### config.mk
export PLATFORM = sky130hd
export DESIGN_NAME = hyperbus_clk_ctrl
export DESIGN_NICKNAME = d
export VERILOG_FILES = /design/src/rtl/hyperbus_clk_ctrl.sv
export SDC_FILE = /design/constraint.sdc
export NUM_CORES = 1
export LEC_CHECK = 0
export CORE_MARGIN = 2
export CORE_UTILIZATION = 38
export DETAILED_ROUTE_END_ITERATION = 10
export GPL_ROUTABILITY_DRIVEN = 0
export GPL_TIMING_DRIVEN = 0
export PLACE_DENSITY_LB_ADDON = 0.12
export SETUP_SLACK_MARGIN = 0.2
export SLEW_MARGIN = 20
export SYNTH_ARGS = -nofsm -noshare
export SYNTH_HDL_FRONTEND = slang
export SYNTH_SLANG_ARGS = --single-unit
### constraint.sdc
create_clock -name clk_i -period 2 [get_ports clk_i]
set_clock_uncertainty 0.2 [all_clocks]
set_input_delay 0.3 -clock clk_i [delete_from_list [all_inputs] [get_ports clk_i]]
set_output_delay 0.3 -clock clk_i [all_outputs]
set_load 0.05 [all_outputs]
### src/rtl/hyperbus_clk_ctrl.sv
// rtl/hyperbus_clk_ctrl.sv - power/activity sequencer for the HyperBus 4-phase clock generator
//
// Releases the clock-generator reset when the PHY requests phase clocks,
// waits a programmable warm-up, opens the phase-clock gates and acknowledges.
// On release it keeps clocks running for a programmable hold time, closes the
// gates, and only then re-asserts the generator reset.
//
// Optional feature macro: HYPERBUS_CLK_CTRL_STATS_EN
//   defined     : on_cycles_o counts cycles with clk_en_o=1 (saturating),
//                 stats_clr_i clears it (clear beats increment)
//   not defined : no counter, on_cycles_o tied to 0, stats_clr_i unused
//
// Ports:
//   clk_i        fast clock (same as the clock generator input)
//   rst_ni       asynchronous active-low reset
//   req_i        level request, PHY needs phase clocks
//   cfg_warmup_i warm-up cycles, sampled when leaving OFF
//   cfg_hold_i   idle hold cycles, sampled when leaving ON
//   stats_clr_i  clear the on-cycle counter
//   ack_o        phase clocks valid and running
//   gen_rst_no   active-low reset to the clock generator
//   clk_en_o     enable to the phase-clock gates
//   busy_o       controller not in OFF
//   state_o      current state encoding (debug)
//   on_cycles_o  number of cycles with clk_en_o=1

module hyperbus_clk_ctrl #(
  parameter int unsigned CntWidth  = 8,
  parameter int unsigned StatWidth = 32
) (
  input  logic                 clk_i,
  input  logic                 rst_ni,
  input  logic                 req_i,
  input  logic [CntWidth-1:0]  cfg_warmup_i,
  input  logic [CntWidth-1:0]  cfg_hold_i,
  input  logic                 stats_clr_i,
  output logic                 ack_o,
  output logic                 gen_rst_no,
  output logic                 clk_en_o,
  output logic                 busy_o,
  output logic [2:0]           state_o,
  output logic [StatWidth-1:0] on_cycles_o
);

  typedef enum logic [2:0] {
    S_OFF   = 3'd0,
    S_WAKE  = 3'd1,
    S_ON    = 3'd2,
    S_DRAIN = 3'd3,
    S_GATE  = 3'd4
  } state_e;

  localparam logic [CntWidth-1:0] CntOne = CntWidth'(1);

  state_e              state_q, state_d;
  logic [CntWidth-1:0] cnt_q, cnt_d;

  always_comb begin
    state_d = state_q;
    cnt_d   = cnt_q;
    unique case (state_q)
      S_OFF: begin
        if (req_i) begin
          state_d = S_WAKE;
          cnt_d   = cfg_warmup_i;
        end
      end
      S_WAKE: begin
        // Abort straight to GATE: gates were never opened, but the generator
        // reset is still released, so it goes through the normal shutdown.
        if (!req_i) begin
          state_d = S_GATE;
          cnt_d   = CntOne;
        end else if (cnt_q == '0) begin
          state_d = S_ON;
        end else begin
          cnt_d = cnt_q - CntOne;
        end
      end
      S_ON: begin
        if (!req_i) begin
          state_d = S_DRAIN;
          cnt_d   = cfg_hold_i;
        end
      end
      S_DRAIN: begin
        // A returning request wins over hold expiry; clocks never stopped.
        if (req_i) begin
          state_d = S_ON;
        end else if (cnt_q == '0) begin
          state_d = S_GATE;
          cnt_d   = CntOne;
        end else begin
          cnt_d = cnt_q - CntOne;
        end
      end
      S_GATE: begin
        // Two cycles with gates closed and generator still out of reset.
        if (cnt_q == '0) begin
          state_d = S_OFF;
        end else begin
          cnt_d = cnt_q - CntOne;
        end
      end
      default: begin
        state_d = S_OFF;
        cnt_d   = '0;
      end
    endcase
  end

  // Outputs are registered, decoded from the next state so they change on the
  // same edge as the state register.
  always_ff @(posedge clk_i or negedge rst_ni) begin
    if (!rst_ni) begin
      state_q    <= S_OFF;
      cnt_q      <= '0;
      ack_o      <= 1'b0;
      gen_rst_no <= 1'b0;
      clk_en_o   <= 1'b0;
      busy_o     <= 1'b0;
    end else begin
      state_q    <= state_d;
      cnt_q      <= cnt_d;
      ack_o      <= (state_d == S_ON);
      gen_rst_no <= (state_d != S_OFF);
      clk_en_o   <= (state_d == S_ON) || (state_d == S_DRAIN);
      busy_o     <= (state_d != S_OFF);
    end
  end

  assign state_o = state_q;

`ifdef HYPERBUS_CLK_CTRL_STATS_EN
  always_ff @(posedge clk_i or negedge rst_ni) begin
    if (!rst_ni) begin
      on_cycles_o <= '0;
    end else if (stats_clr_i) begin
      on_cycles_o <= '0;
    end else if (clk_en_o && (on_cycles_o != '1)) begin
      on_cycles_o <= on_cycles_o + StatWidth'(1);
    end
  end
`else
  logic unused_stats_clr;
  assign unused_stats_clr = stats_clr_i;
  assign on_cycles_o      = '0;
`endif

endmodule

# Word level (Yosys, flattened, before mapping)
# Index checks and enable logic that the tools add are counted.
# word_totals
register_bits	14
in_bits	20
output_inout_bits	39
elab_cells	35
# classes
add_sub_neg	1
eq_ne	9
n_mux	15
n_reduce_logical	5
# ops
cell	n
$mux 8	6
$pmux 8 s5	1
$mux 3	7
$pmux 3 s5	1
$eq 3x2->1 const B	4
$logic_not 8->1	1
$sub 8x1->8 const B	1
$ne 2x2->1 const B	3
$eq 3x1->1 const B	1
$eq 3x3->1 const B	1
$logic_not 3->1	1
$reduce_and 3->1	1
$reduce_bool 3->1	1
$logic_or 1x1->1	1

# Logic depth before layout (Yosys ltp)
# Gate-level depths: netlist of the first run.
# depth
depth_word	6
depth_mapped	11
depth_no_buf	10

# Least setup slack after synthesis of the first run
# No wires, ideal clock.
# synth_timing
path_type	reg-to-reg
from	reg cnt_q[0]
to	reg cnt_q[0]
setup_ns	0.136
arrival_time_ns	1.872
required_time_ns	1.664
path_slack_ns	-0.208
path_stages_with_launch	12
n_path_buf	1
synth_period_minus_slack_ns	2.208
path_cell_list	dfrtp_1 -> inv_1 -> ha_1 -> nor3b_1 -> and2_1 -> buf_6 -> inv_1 -> ha_1 -> nor2_1 -> o21ai_0 -> a21oi_1 -> o22ai_1
# synth_via
elab_chain_len	4
word_cells_on_any_way	7
classes_between	1 x add/sub; 5 x mux; 1 x reduce/logical
# synth_rtl
element	line_no	rtl
from (decl)	56	logic [CntWidth-1:0] cnt_q, cnt_d;
from (signal assigned)	124	cnt_q <= cnt_d;
$sub 8x1->8 / $logic_not 8->1 (equally long branches)	--	
$mux 8 (on tied branches)	90, 74, 99	
$mux 8 (on tied branches)	88, 71	
$pmux 8 s5 *	61	unique case (state_q)
# Mark *: on every way between the ends. The rest lies on a longest branch, timed or not. The select of a mux whose other input is x is not followed.
# A chain may end at the register's enable or synchronous reset.

# Final worst setup path of the first run
# Same ends and word-level chain as after synthesis.

==> impl_metrics.tcl, run 1 <==
set metrics [dict create \
    run_status "finished with violations" \
    failed_checks "negative setup slack" \
    drt_pass1_iterations 4 \
    floorplan.core_area_sq_um 3310 \
    num_io_pins 59 \
    cellInternalPower_mw 1.34 \
    clkTransAtPathRegs_ps 100 \
    n_antenna_cell 0 \
    rsz0062_at_grt "yes" \
    finalCriticalPeriod_ps 2120 \
    setup_viol 1 \
    timing.max_cap.violations 0 \
    period_share 1.06 \
    wl_mm 3.46 \
    ys_warn_count 0 \
    initial_utilization 0.394 \
    cp_data_required_time_ps 2020 \
    synthDistinctLibCells 43 \
    fill_cells 317 \
    clock_tree_from_tritoncts "done" \
    fin_hold_viols 0 \
    path_delay_family "simple AND/OR/NAND/NOR gates" \
    clkLatencyLatePin_ps 300 \
    comb_power_share 0.713 \
    port_buffers 25 \
    synth_area_leader_cell "dfrtp_1" \
    route.detailed.vias_per_inst 4.66 \
    synth-edff-count 0 \
    worst_path_largest_cell_delay_ps 440 \
    placed_instance_count 255 \
    clock_sinks 14 \
    layout_common_cells "buf_4, conb_1, clkdlybuf4s50_1" \
    clk_path_buf_depth 2 \
    synthTopCellsByArea "dfrtp_1, buf_4, mux2i_1" \
    clock_tree.root_cell "clkbuf_4" \
    setup.worst_path.class "flip-flop to flip-flop" \
    slowest_stage "dfrtp_2" \
    ant_nets 0 \
    pwr_density_cell_nw_per_um2 1350 \
    timing.critical_path.to_type "flip-flop" \
    clock_power_share 0.083 \
    final_max_slew_viol_count 0 \
    mappedNetlistArea_sq_um 1300 \
    h-tree-depth 1 \
    area.growth.synth_to_final_pct 49.2 \
    vdd_drop_max_uv 696 \
    ys_async_sr_fraction 1.00 \
    first_global_vias 1234 \
    slew_headroom 0.555 \
    power_switching_share 0.489 \
    worst-slew-pin-transition_ps 666 \
    final-instance-count-excl-fill 273 \
    wl_per_cell_microns 12.7 \
    nets 251 \
    grt_max_degree 15 \
    timing.hold.worst.class "input pin to async pin" \
    detail_route.iter0.violations 59 \
    global_route.usage.total 0.173 \
    drive_above_1_share 0.339 \
    crit_chain "inv_2 > ha_4 > nor3b_4 > and2_4 > buf_8 > inv_6 > ha_4 > and2_4 > o21ai_2 > a21oi_1 > o22ai_1" \
    synth_sequential_area_ratio 0.269 \
    global_route.overflow_total 0 \
    power.share.sequential 0.205 \
    fmaxAchievable_ghz 0.472 \
    setup.worst_path.start_class "flip-flop" \
    cp.arrival_ps 2140 \
    dieArea_sq_um 3920 \
    setup_ws_ps -120 \
    path_buf_inv 3 \
    synthesis.instances 153 \
    p_leak_nw 0.986 \
    route.detailed.drc 0 \
    detailroute.via_count 1271 \
    layout_commonest_cell "buf_4" \
    avgSynthCellArea_sq_um 8.52 \
    fp.dieW_microns 62.6 \
    num_rows 21 \
    antenna_violations_before_repair 0 \
    synth-main-ff-cell "dfrtp_1" \
    dp_hpwl_mm 2.48 \
    tritoncts.num_buffers 3 \
    total_switching_power_mw 1.29 \
    synth-seq-cells 14 \
    critPathMaxFanout 2 \
    finish.utilization 0.588 \
    fp.dieH_microns 62.6 \
    wire_length_of_the_first_global_routing_pass_mm 5.51 \
    yosys.area.top_type_share 0.269 \
]
[power by group through the flow]
stage          clock (mW)  combinational (mW)  sequential, mW
2_1_floorplan           0                1.09           0.675
3_3_place_gp            0                1.56           0.550
3_5_place_dp            0                1.60           0.554
4_1_cts             0.221                1.70           0.535
5_1_grt             0.233                2.01           0.556
6_report            0.218                1.88           0.539
[cell type report]
type                            count  area [sq um]  share of cell area
Timing Repair Buffer               39           353               0.181
Tap cell                           46          57.6              0.0296
Sequential cell                    14           355               0.183
Multi-Input combinational cell    125           826               0.424
Buffer                             40           294               0.151
Clock buffer                        4          36.3              0.0186
Inverter                            5          23.8              0.0122
[flip-flops by register name, summed over array words and instances (netlist names)]
signal,flops
cnt_q,8
state_o,3
clk_en_o,1
busy_o,1
ack_o,1
[layer usage]
layer | GRT usage | vias up | share of wire | routed length [microns]
met4 | 0.0139 | 0 | 0 | 0
met3 | 0.0450 | 0 | 0.065 | 224
met5 | 0 | - | 0 | 0
li1 | - | 632 | - | -
met1 | 0.200 | 595 | 0.40 | 1390
met2 | 0.329 | 44 | 0.53 | 1850
[synthesized netlist by cell type (all sizes together), types with 2 or more instances]
library cell	count
nand2	5
ha	3
inv	5
nand2b	4
dfrtp	14
a22oi	4
o22ai	3
nor2	11
nor2b	5
nor3	5
o21ai	7
and2	3
buf	38
and3b	2
a211o	3
mux2i	6
o2bb2ai	4
o32a	2
a21oi	5
nand3	2
clkbuf	2
[metrics by stage]
| step | setup slack (ps) | TNS (ps) | total power [mW] | hold WS [ps] | instance area, sq um |
|---|---|---|---|---|---|
| floorplan | -44.9 | -44.9 | 1.77 | -196 | 1470 |
| global placement | -304 | -1140 | 2.11 | 390 | 1770 |
| detailed placement | -332 | -1750 | 2.15 | 391 | 1770 |
| CTS | -108 | -286 | 2.46 | 231 | 1860 |
| global route | -177 | -206 | 2.80 | 244 | 1950 |
| finish | -120 | -120 | 2.63 | 201 | 1950 |
[logic make-up after synthesis]
| family | count (synthesis) | synth area share |
|---|---|---|
| AO/OA/AOI/OAI | 39 | 0.217 |
| XOR/XNOR | 2 | 0.0134 |
| adder cells (fa/ha/maj) | 3 | 0.0288 |
| buffers and inverters | 45 | 0.234 |
| flip-flops | 14 | 0.269 |
| multiplexers | 6 | 0.0461 |
| other | 1 | 0.00288 |
| AND/OR/NAND/NOR | 43 | 0.189 |
[what timing repair did]
action | CTS | global route
setup buffers | 7 | 7
resized for setup | 9 | 13
setup endpoints to repair | 16 | 11
pin swaps | 7 | 7
hold buffers | 0 | 0
[path summary, 6_finish.rpt]
kind | startpoint | endpoint | slack [ps] | depth (start not counted)
worst max-delay path | cnt_q[0] | cnt_q[0] | -120 | 11
worst min-delay path | rst_ni | ack_o | 200 | 1
worst max register to register | cnt_q[0] | cnt_q[0] | -120 | 11
worst min register to register | cnt_q[2] | cnt_q[2] | 410 | 1
max in group asynchronous | rst_ni | state_o[1] | 940 | 1
min in group clk_i | req_i | ack_o | 350 | 4
Power figures use the tool's default switching activity.
==> run 2: changes to the inputs <==
- CORE_UTILIZATION: 38 -> 37
- CTS_CLUSTER_SIZE: unset -> 25
==> impl_metrics.tcl, run 2 (synthesis gave the netlist of run 1 again) <==
set metrics [dict create \
    first_global_vias 1229 \
    dp_hpwl_mm 2.38 \
    setup-tns-final_ps -132 \
    fin_worst_hold_slack_ps 202 \
    clock_tree.root_cell "clkbuf_4" \
    cp.arrival_ps 2150 \
    period_share 1.07 \
    wl_mm 3.54 \
    antenna_violations_before_repair 0 \
    rsz0062_at_grt "yes" \
    grt_max_degree 15 \
    area.growth.synth_to_final_pct 52.4 \
    clk_path_buf_depth 2 \
    setup.worst_path.class "flip-flop to flip-flop" \
    global_route.usage.total 0.171 \
    initial_utilization 0.388 \
    finalCriticalPeriod_ps 2130 \
    r2r_start "cnt_q[1]" \
    largest_reg_flops 8 \
    fp.dieW_microns 63.4 \
    worstRegToRegCells 11 \
    timing.critical_path.to_type "flip-flop" \
    setup_viol 1 \
    slew_headroom 0.553 \
    largest_register "cnt_q" \
    timing.max_cap.violations 0 \
    drive_above_1_share 0.361 \
    fin_hold_viols 0 \
    critPathMaxFanout 2 \
    worst_path_largest_cell_delay_ps 410 \
    worstSetupStartpoint "cnt_q[1]" \
    clock_sinks 14 \
    crit_chain "inv_2 > ha_4 > nor3b_4 > and2_4 > buf_8 > inv_4 > ha_4 > and2_4 > o21ai_2 > a21oi_2 > o22ai_1" \
    n_antenna_cell 0 \
    rr_endpoint "cnt_q[0]" \
    timing.hold.worst.class "input pin to async pin" \
    fill_cells 329 \
    ant_nets 0 \
    layout_commonest_cell "buf_4" \
    fmaxAchievable_ghz 0.469 \
    h-tree-depth 1 \
    hold_buffers 0 \
    final_max_slew_viol_count 0 \
    clkTransAtPathRegs_ps 100 \
    reg2reg_slack_ps -130 \
    path_delay_family "simple AND/OR/NAND/NOR gates" \
    global_route.overflow_total 0 \
    placement.setup.worst_slack_ps -330 \
    detailroute.via_count 1265 \
    slowest_stage "dfrtp_1" \
    worst-slew-pin-transition_ps 668 \
    route.detailed.vias_per_inst 4.63 \
    detail_route.iter0.violations 31 \
    layout_common_cells "buf_4, conb_1, clkdlybuf4s50_1" \
    dieArea_sq_um 4010 \
    wire_length_of_the_first_global_routing_pass_mm 5.49 \
    setup_ws_ps -132 \
    route.detailed.drc 0 \
    num_io_pins 59 \
    tritoncts.num_buffers 3 \
    floorplan.core_area_sq_um 3360 \
    num_rows 21 \
    cp_data_required_time_ps 2020 \
    drt_pass1_iterations 4 \
    clock_tree_from_tritoncts "done" \
    wl_per_cell_microns 12.9 \
    nets 251 \
    critical_path_depth 11 \
    timing.critical_path.to "cnt_q[0]" \
    p_leak_nw 0.985 \
    clkLatencyLatePin_ps 290 \
    port_buffers 25 \
    path_buf_inv 3 \
    run_status "finished with violations" \
    fp.dieH_microns 63.4 \
    pwr_density_cell_nw_per_um2 1390 \
    vdd_drop_max_uv 684 \
    setup.worst_path.start_class "flip-flop" \
    total_power_mw 2.76 \
    failed_checks "negative setup slack" \
]
[run 2: cell count changes in the layout (fill, tap and decap cells not counted), sizes merged]
cell,previous run,this run
clkbuf,6,7
dlygate4sd2,6,5
[run 2: layer usage]
metal / GRT usage / up-vias / wire (microns) / part of all wire
met5: 0 / - / 0 / 0
met4: 0.0190 / 0 / 17 / 0.0048
met3: 0.0500 / 2 / 239 / 0.068
met2: 0.303 / 44 / 1790 / 0.51
met1: 0.211 / 592 / 1490 / 0.42
li1: - / 627 / - / -
[run 2: stage by stage]
stage	utilization	instance area, sq um	std cells
2_1_floorplan	-	1470	184
3_5_place_dp	0.527	1770	255
3_3_place_gp	0.527	1770	255
6_report	0.591	1990	273
4_1_cts	0.562	1890	269
5_1_grt	0.591	1990	273
[run 2: final cells by class]
cell class,instances,area [sq um],share of cell area
Clock buffer,4,36.3,0.0183
Buffer,40,294,0.148
Inverter,5,21.3,0.0107
Tap cell,46,57.6,0.0290
Sequential cell,14,355,0.179
Timing Repair Buffer,39,357,0.179
Multi-Input combinational cell,125,866,0.436
[run 2: worst min path at each step]
stage,startpoint,end,depth (start not counted)
floorplan,rst_ni,ack_o,0
finish,rst_ni,busy_o,1
global route,rst_ni,busy_o,1
CTS,rst_ni,busy_o,1
detailed placement,cnt_q[2],cnt_q[2],1
global placement,cnt_q[2],cnt_q[2],1
[run 2: power breakdown]
part           internal (mW)  switching (mW)  leakage [nW]
Clock                  0.111           0.108        0.0210
Combinational          0.889            1.11         0.789
Sequential             0.401           0.142         0.175
[run 2: timing repair]
item | CTS | global route
pin swaps | 9 | 9
endpoints found under the setup margin | 16 | 14
endpoints found under the hold margin | 0 | 0
buffers inserted | 10 | 4
gates resized for setup | 11 | 21
==> run 3: changes to the inputs <==
- DONT_BUFFER_PORTS: unset -> 1
==> impl_metrics.tcl, run 3 (synthesis gave the netlist of run 1 again) <==
set metrics [dict create \
    global_route.usage.met1 0.227 \
    hp-start "cfg_hold_i[6]" \
    setup.worst_path.class "flip-flop to flip-flop" \
    wl_mm 3.54 \
    placed_instance_count 230 \
    reg2reg_slack_ps -60 \
    rr_endpoint "cnt_q[0]" \
    final_max_slew_viol_count 0 \
    period_share 1.03 \
    h-tree-depth 1 \
    rsz0062_at_grt "yes" \
    clkLatencyLatePin_ps 300 \
    setup_ws_ps -62.2 \
    area.growth.synth_to_final_pct 42.2 \
    detail_route.iter0.violations 46 \
    drive_above_1_share 0.435 \
    run_status "finished with violations" \
    clk_path_buf_depth 2 \
    fmaxAchievable_ghz 0.485 \
    critPathMaxFanout 2 \
    finalCriticalPeriod_ps 2060 \
    setup_viol 2 \
    route.detailed.vias_per_inst 4.75 \
    grt_max_degree 15 \
    fp.dieH_microns 63.4 \
    global_route.usage.total 0.174 \
    layout_commonest_cell "buf_4" \
    total_power_mw 2.82 \
    timing.critical_path.to_type "flip-flop" \
    worstSetupStartpoint "cnt_q[0]" \
    vdd_drop_max_uv 759 \
    nets 238 \
    top_usage_layer "met2" \
    num_rows 21 \
    first_global_vias 1177 \
    drt_pass1_iterations 4 \
    floorplan.core_area_sq_um 3360 \
    placement.setup.worst_slack_ps -238 \
    ant_nets 0 \
    r2r_start "cnt_q[0]" \
    cp_data_required_time_ps 2020 \
    dp_hpwl_mm 2.37 \
    slew_headroom 0.565 \
    timing.hold.worst.class "input pin to flip-flop" \
    clkTransAtPathRegs_ps 100 \
    route.detailed.drc 0 \
    clock_tree_from_tritoncts "done" \
    wl_per_cell_microns 13.6 \
    timing.max_cap.violations 0 \
    cp.arrival_ps 2090 \
    global_route.overflow_total 0 \
    clock_tree.root_cell "clkbuf_4" \
    worst-slew-pin-transition_ps 650 \
    layout_common_cells "buf_4, conb_1, dfrtp_1" \
    setup.worst_path.start_class "flip-flop" \
    clock_sinks 14 \
    largest_register "cnt_q" \
    grtUsageMet2 0.287 \
    pwr_density_cell_nw_per_um2 1520 \
    tritoncts.num_buffers 3 \
    final-instance-count-excl-fill 260 \
    failed_checks "negative setup slack" \
    antenna_violations_before_repair 0 \
    n_antenna_cell 0 \
    largest_reg_flops 8 \
    port_buffers 0 \
    p_leak_nw 0.939 \
    num_io_pins 59 \
    finish.utilization 0.551 \
    worstRegToRegCells 11 \
    fin_hold_viols 0 \
    dieArea_sq_um 4010 \
    fp.dieW_microns 63.4 \
    grt_util_met3 0.0446 \
    initial_utilization 0.388 \
    detailroute.via_count 1235 \
    timing.critical_path.to "cnt_q[0]" \
    wire_length_of_the_first_global_routing_pass_mm 5.58 \
]
-- run 3: worst max-delay path, cell delays in order, from the launching register on --
cell	delay, ps
dfrtp_2	440
inv_4	70
ha_4	120
nor3b_4	190
and2_4	180
buf_8	110
inv_6	30
ha_4	140
and2_4	140
o21ai_1	130
a21oi_1	80
o22ai_1	160
-- run 3: per-layer routing --
layer / share of wire / wire length [microns]
met5: 0 / 0
met4: 0.0071 / 25
met3: 0.071 / 251
met2: 0.49 / 1740
met1: 0.43 / 1520
-- run 3: worst min-delay path by stage --
stage                             to  slack, ps  cells past startpoint
after floorplan                ack_o       -200                      0
after global placement      clk_en_o       -200                      0
after detailed placement  state_o[1]       -200                      0
after CTS                   cnt_q[6]         40                      2
after global routing          busy_o         60                      3
final                       cnt_q[6]         40                      2
-- run 3: stage by stage --
step           hold WS [ps]  area [sq um]  setup TNS, ps
2_1_floorplan          -196          1470          -44.9
3_3_place_gp           -195          1520           -629
3_5_place_dp           -195          1520           -993
4_1_cts                44.8          1690          -65.4
5_1_grt                55.8          1850           -545
6_report               41.1          1850          -82.5
-- run 3: layout make-up --
class,count,area [sq um]
fillers,329,1510
multi-input cells,125,853
flip-flops and latches,14,358
plain buffers,39,294
repair buffers,27,229
well taps,46,57.6
clock buffers,4,36.3
inverters,5,26.3
-- run 3: report_power, final --
group / switching (mW) / internal [mW]
logic: 0.939 / 0.940
clock network: 0.112 / 0.111
registers: 0.312 / 0.404
total: 1.36 / 1.45
-- run 3: repair_timing --
action / 4_1_cts / 5_1_grt
pin swaps: 11 / 7
resized for setup: 11 / 17
setup endpoints to repair: 9 / 12
setup buffers: 13 / 13
hold endpoints to repair: 14 / 0
hold buffers: 1 / 0
==> patch 1 (config.mk and constraints of run 3) <==
`StatWidth`: 32 -> 16.
--- a/src/rtl/hyperbus_clk_ctrl.sv
+++ b/src/rtl/hyperbus_clk_ctrl.sv
@@ -27,5 +27,5 @@
 module hyperbus_clk_ctrl #(
   parameter int unsigned CntWidth  = 8,
-  parameter int unsigned StatWidth = 32
+  parameter int unsigned StatWidth = 16
 ) (
   input  logic                 clk_i,
Ports: changed (resized on_cycles_o); port bits go from 59 to 43. No check against the original RTL was run, so the function may have changed too.
==> patch 1 against run 3 <==
- the flow still finishes with violations (setup timing)
- routed wire length shrank 14%
- final area shrank 17%
- sequential cell count is the same
- count of clock-buffer cells in the layout is the same
- global-route usage grew 0.14 points
- total power shrank 13%
- utilization shrank 4.5 points
- setup slack lost 0.061 ns
- final cell count shrank 18%
- synthesized area shrank 9.2%
- sequential power shrank 2%
==> patch 1: results (changes against run 3) <==
Status
  • Outcome: finished with violations (unchanged)
  • Failing checks: setup timing (unchanged)

Layout
  • Max reg flops: 8 (unchanged)
  • Util after Layout: 0.5066 (was 0.5513)
  • Filler Cells Inserted: 300 (was 329)
  • Nets: 193 (was 238)
  • N_diodes: 0 (unchanged)
  • Share of layout cells above drive strength 1: 0.3728 (was 0.4346)
  • Largest register by flop count: cnt_q (unchanged)

Synthesis
  • Syn. warnings: 0 (unchanged)
  • Area contributors post-synth: dfrtp_1, buf_4, mux2i_1 (unchanged)
  • Post-synthesis sequential area ratio: 0.2960 (was 0.2687)
  • Most common library cells after synthesis: buf_4, dfrtp_1, nor2_1, o21ai_0, mux2i_1 (unchanged)
  • Cell variety after synth: 43 (unchanged)
  • Avg Cell Area, Syn: 8.640 µm² (was 8.521 µm²)
  • Synth async-reset ratio: 1.000 (unchanged)
  • Main synth FF type: dfrtp_1 (unchanged)

Global routing
  • Largest net degree at the start of global routing: 15 (unchanged)
  • GRT Total Usage: 0.1750 (was 0.1736)
  • Number of global-route vias before repair: 993 (was 1177)
  • Global-route wire length before repair: 4781 µm (was 5575 µm)
  • Initial antenna violation count: 0 (unchanged)

Route
  • WL final: 3055 µm (was 3538 µm)
  • Drt wl/cell: 14.34 µm (was 13.61 µm)
  • Vias per Instance: 5.052 (was 4.750)
  • Initial DRC count: 30 (was 46)
  • Pre-antenna DRT Iters: 4 (unchanged)

Timing
  • Final-report setup violation count: 3 (was 2)
  • Setup TNS: -0.1500 ns (was -0.08250 ns)
  • Final WS setup: -0.1233 ns (was -0.06224 ns)
  • Worst slew pin tran: 0.6892 ns (was 0.6502 ns)

Placed design
  • Placed cell areas: 1340 µm² (was 1523 µm²)
  • Detailed placer's ending HPWL: 2123 µm (was 2370 µm)
  • Placed insts: 196 (was 230)
  • Dpl ws: -0.2976 ns (was -0.2382 ns)
  • Count of input and output buffers: 0 (unchanged)

Clocking
  • Clock transition at path regs: 0.09 ns
  • Clk buf depth: 2 (unchanged)
  • CTS buffer count: 3 (unchanged)
  • Worst-Skew Late Latency: 0.28 ns (was 0.30 ns)
  • CTS H-tree lvls: 1 (unchanged)

Pwr
  • Max VDD drop: 0.7313 mV (was 0.7587 mV)
  • P_int: 1.253 mW (was 1.455 mW)
  • Leakage: 0.7154 nW (was 0.9386 nW)
  • Clk pwr share: 0.086 (was 0.079)

Worst setup path
  • Slowest CP cell: dfrtp_2 (unchanged)
  • CP delay by family, top: simple AND/OR/NAND/NOR gates (unchanged)
  • CP peak stage delay: 0.43 ns
patch 1: cell count changes after synthesis:
cell | run 3 | this run
buf_4 | 33 | 17
patch 1: power by group through the flow:
stage	registers, mW	clock network (mW)	logic [mW]
2_1_floorplan	0.675	0	1.00
3_3_place_gp	0.707	0	1.19
3_5_place_dp	0.712	0	1.22
4_1_cts	0.692	0.219	1.42
5_1_grt	0.723	0.236	1.69
6_report	0.699	0.212	1.55
patch 1: final timing paths:
| kind | cells past startpoint | startpoint | end | slack (ns) |
|---|---|---|---|---|
| hold / removal | 2 | cfg_hold_i[6] | cnt_q[6]$_DFFE_PN0P_ | 0.06 |
| min in group asynchronous | 1 | rst_ni | cnt_q[2]$_DFFE_PN0P_ | 0.29 |
| hold reg to reg | 1 | cnt_q[2]$_DFFE_PN0P_ | cnt_q[2]$_DFFE_PN0P_ | 0.43 |
| setup / recovery | 11 | cnt_q[0]$_DFFE_PN0P_ | cnt_q[0]$_DFFE_PN0P_ | -0.12 |
| setup reg to reg | 11 | cnt_q[0]$_DFFE_PN0P_ | cnt_q[0]$_DFFE_PN0P_ | -0.12 |
| max in group asynchronous | 1 | rst_ni | state_o[1]$_DFF_PN0_ | 0.83 |
patch 1: area by class of cell:
type | instances | share of cell area
repair buffers | 14 | 0.07201
inverters | 5 | 0.01375
clock buffers | 4 | 0.02346
multi-input cells | 109 | 0.5129
flip-flops and latches | 14 | 0.2298
well taps | 44 | 0.03560
plain buffers | 23 | 0.1125
patch 1: kinds of logic after synthesis:
| family | share of synthesized area |
|---|---|
| AOI/OAI and AO/OA | 0.2389 |
| xor gates and xnor gates | 0.01480 |
| adders and majority gates | 0.03172 |
| buffers and inverters | 0.1565 |
| DFF | 0.2960 |
| muxes | 0.05074 |
| other | 0.003168 |
| and+or+nand+nor | 0.2083 |
patch 1: layer usage:
metal | global-route usage | routed length (µm)
met1 | 0.2344 | 1386
met2 | 0.2888 | 1484
met3 | 0.04264 | 161
met4 | 0.03416 | 23
met5 | 0 | 0
patch 1: repair_timing:
action                     4_1_cts  5_1_grt
setup endpoints to repair       10       10
gates resized for setup         10        9
hold endpoints to repair        14        0
setup buffers                   10        3
hold buffers                     1        0
pin swaps                        5        6
patch 1: worst register-to-register path: stages (launching register included):
cell and delay (ns):
dfrtp_2 0.43, inv_2 0.08, ha_4 0.14, nor3b_4 0.20
and2_4 0.18, buf_8 0.10, inv_4 0.04, ha_4 0.15
and2_4 0.15, o21ai_2 0.12, a21oi_1 0.08, o22ai_1 0.18
==> patch 2 (config.mk and constraints of run 3) <==
Made on the original files. Add an input register stage for `cfg_warmup_i` and `cfg_hold_i`, cleared by the reset; this delays them by one clock. The other inputs are not delayed to match. Comments in the files are not updated.
--- a/src/rtl/hyperbus_clk_ctrl.sv
+++ b/src/rtl/hyperbus_clk_ctrl.sv
@@ -53,4 +53,17 @@
   localparam logic [CntWidth-1:0] CntOne = CntWidth'(1);
 
+  logic [CntWidth-1:0] cfg_warmup_q;
+  logic [CntWidth-1:0] cfg_hold_q;
+
+  always_ff @(posedge clk_i or negedge rst_ni) begin
+    if (!rst_ni) begin
+      cfg_warmup_q <= '0;
+      cfg_hold_q   <= '0;
+    end else begin
+      cfg_warmup_q <= cfg_warmup_i;
+      cfg_hold_q   <= cfg_hold_i;
+    end
+  end
+
   state_e              state_q, state_d;
   logic [CntWidth-1:0] cnt_q, cnt_d;
@@ -63,5 +76,5 @@
         if (req_i) begin
           state_d = S_WAKE;
-          cnt_d   = cfg_warmup_i;
+          cnt_d   = cfg_warmup_q;
         end
       end
@@ -81,5 +94,5 @@
         if (!req_i) begin
           state_d = S_DRAIN;
-          cnt_d   = cfg_hold_i;
+          cnt_d   = cfg_hold_q;
         end
       end
Behaviour: not the same (a bounded check fails within 4 cycles, from zero or initial values and one cycle with rst_ni low).
==> patch 2 against run 3 <==
- the run still ends with setup timing left
- routed wire length is 0.37% higher
- synthesized area is 25% higher
- utilization is 1.3 points lower
- final area is 25% higher
- combinational power is 19% lower
- sequential cell count is 16 higher
- total power is 8.4% higher
- final cell count is 10% higher
- setup slack worse by 0.094 ns
==> patch 2: results (changes against run 3) <==
Status
  • Outcome: finished with violations (unchanged)
  • Failing checks: setup timing (unchanged)

Global routing
  • Global-route wire length before repair: 5851 µm (was 5575 µm)
  • Largest net degree at the start of global routing: 31 (was 15)

Clocking
  • CTS Root Cell: clkbuf_8 (was clkbuf_4)
  • CTS H-tree lvls: 2 (was 1)
  • Clock transition at path regs: 0.07 ns (was 0.10 ns)
  • CTS buffer count: 5 (was 3)
  • Worst-Skew Late Latency: 0.29 ns

Pwr
  • Leakage: 1.098 nW (was 0.9386 nW)
  • Max VDD drop: 0.6219 mV (was 0.7587 mV)

Layout
  • Share of layout cells above drive strength 1: 0.3504 (was 0.4346)

Synthesis
  • Post-synthesis sequential area ratio: 0.4591 (was 0.2687)
  • Cell variety after synth: 42 (was 43)
  • Most common library cells after synthesis: buf_4, dfrtp_1, nor2_1, nand2_1, a21oi_1 (was buf_4, dfrtp_1, nor2_1, o21ai_0, mux2i_1)
  • Area contributors post-synth: dfrtp_1, buf_4, mux2i_1 (unchanged)

Worst setup path
  • FF-to-FF path depth: 8 (was 11)
  • FF-to-FF Start: cnt_q[4]$_DFFE_PN0P_ (was cnt_q[0]$_DFFE_PN0P_)
  • Crit path arrival time: 2.17 ns (was 2.09 ns)

Route
  • Initial DRC count: 56 (was 46)
  • Drt wl/cell: 12.42 µm (was 13.61 µm)
  • Vias per Instance: 4.738 (was 4.750)

Placed design
  • Placed cell areas: 1839 µm² (was 1523 µm²)
  • Detailed placer's ending HPWL: 2290 µm (was 2370 µm)
  • Dpl ws: -0.4601 ns (was -0.2382 ns)

Worst hold path
  • Min-Delay Startpoint: req_i (was cfg_hold_i[6])

Timing
  • Final WS setup: -0.1559 ns (was -0.06224 ns)
  • Final-report setup violation count: 7 (was 2)
  • Max-slew headroom: 0.6619 (was 0.5651)
[patch 2: worst max-delay path by stage]
stage	endpoint	start	slack (ns)	cells after the start
2_1_floorplan	cnt_q[0]$_DFFE_PN0P_	cnt_q[6]$_DFFE_PN0P_	-0.15	8
3_3_place_gp	cnt_q[5]$_DFFE_PN0P_	state_o[1]$_DFF_PN0_	-0.41	6
3_5_place_dp	cnt_q[5]$_DFFE_PN0P_	state_o[1]$_DFF_PN0_	-0.46	6
4_1_cts	cnt_q[0]$_DFFE_PN0P_	cnt_q[3]$_DFFE_PN0P_	-0.24	8
5_1_grt	cnt_q[0]$_DFFE_PN0P_	cnt_q[4]$_DFFE_PN0P_	-0.22	8
6_report	cnt_q[0]$_DFFE_PN0P_	cnt_q[4]$_DFFE_PN0P_	-0.16	8
[patch 2: logic make-up after synthesis]
kind of cell,after synthesis,synth area share
multiplexers,5,0.03061
AND/OR/NAND/NOR,42,0.1377
AO/OA/AOI/OAI,39,0.1699
other,1,0.002293
adder cells (fa/ha/maj),3,0.02296
flip-flops,30,0.4591
buffers and inverters,44,0.1775
[patch 2: final cells by class]
type | instances | area (µm²)
clock buffer | 6 | 82.58
clock inverter | 2 | 12.51
sequential | 30 | 755.7
timing repair buffer | 31 | 302.8
fill | 380 | 1983
multi-input combinational | 121 | 785.8
buffer | 39 | 287.8
inverter | 5 | 18.77
tap | 52 | 65.06
[patch 2: report_power, final]
group | leakage, nW | switching, mW | internal (mW)
registers | 0.362 | 0.280 | 0.738
clock network | 0.0472 | 0.232 | 0.276
logic | 0.689 | 0.842 | 0.688
total | 1.10 | 1.35 | 1.70
[patch 2: layer usage]
layer,wire length [µm],GRT usage
met5,0,0
met4,134,0.08761
met3,302,0.04473
met2,1808,0.2547
met1,1306,0.1732
[patch 2: worst max-delay path, stage by stage (launching register included)]
cell	delay [ns]
dfrtp_1	0.40
or4_4	0.56
nor3_4	0.15
inv_2	0.09
ha_4	0.28
inv_2	0.03
a311oi_2	0.18
a21oi_1	0.06
o21ai_1	0.13
[patch 2: what timing repair did]
action	CTS	global route
setup endpoints to repair	13	14
buffers inserted	8	5
pin swaps	5	8
hold buffers	18	0
gates resized for setup	16	8
hold endpoints to repair	46	0
[patch 2: per-stage QoR]
stage | cells | TNS, ns | total power, mW | hold WS (ns)
2_1_floorplan | 195 | -0.3184 | 1.967 | -0.1956
3_3_place_gp | 247 | -1.661 | 2.143 | -0.1944
3_5_place_dp | 247 | -2.039 | 2.170 | -0.1942
4_1_cts | 281 | -1.285 | 2.921 | 0.00006423
5_1_grt | 286 | -1.421 | 3.256 | 0.01619
6_report | 286 | -0.7276 | 3.055 | 0.009383
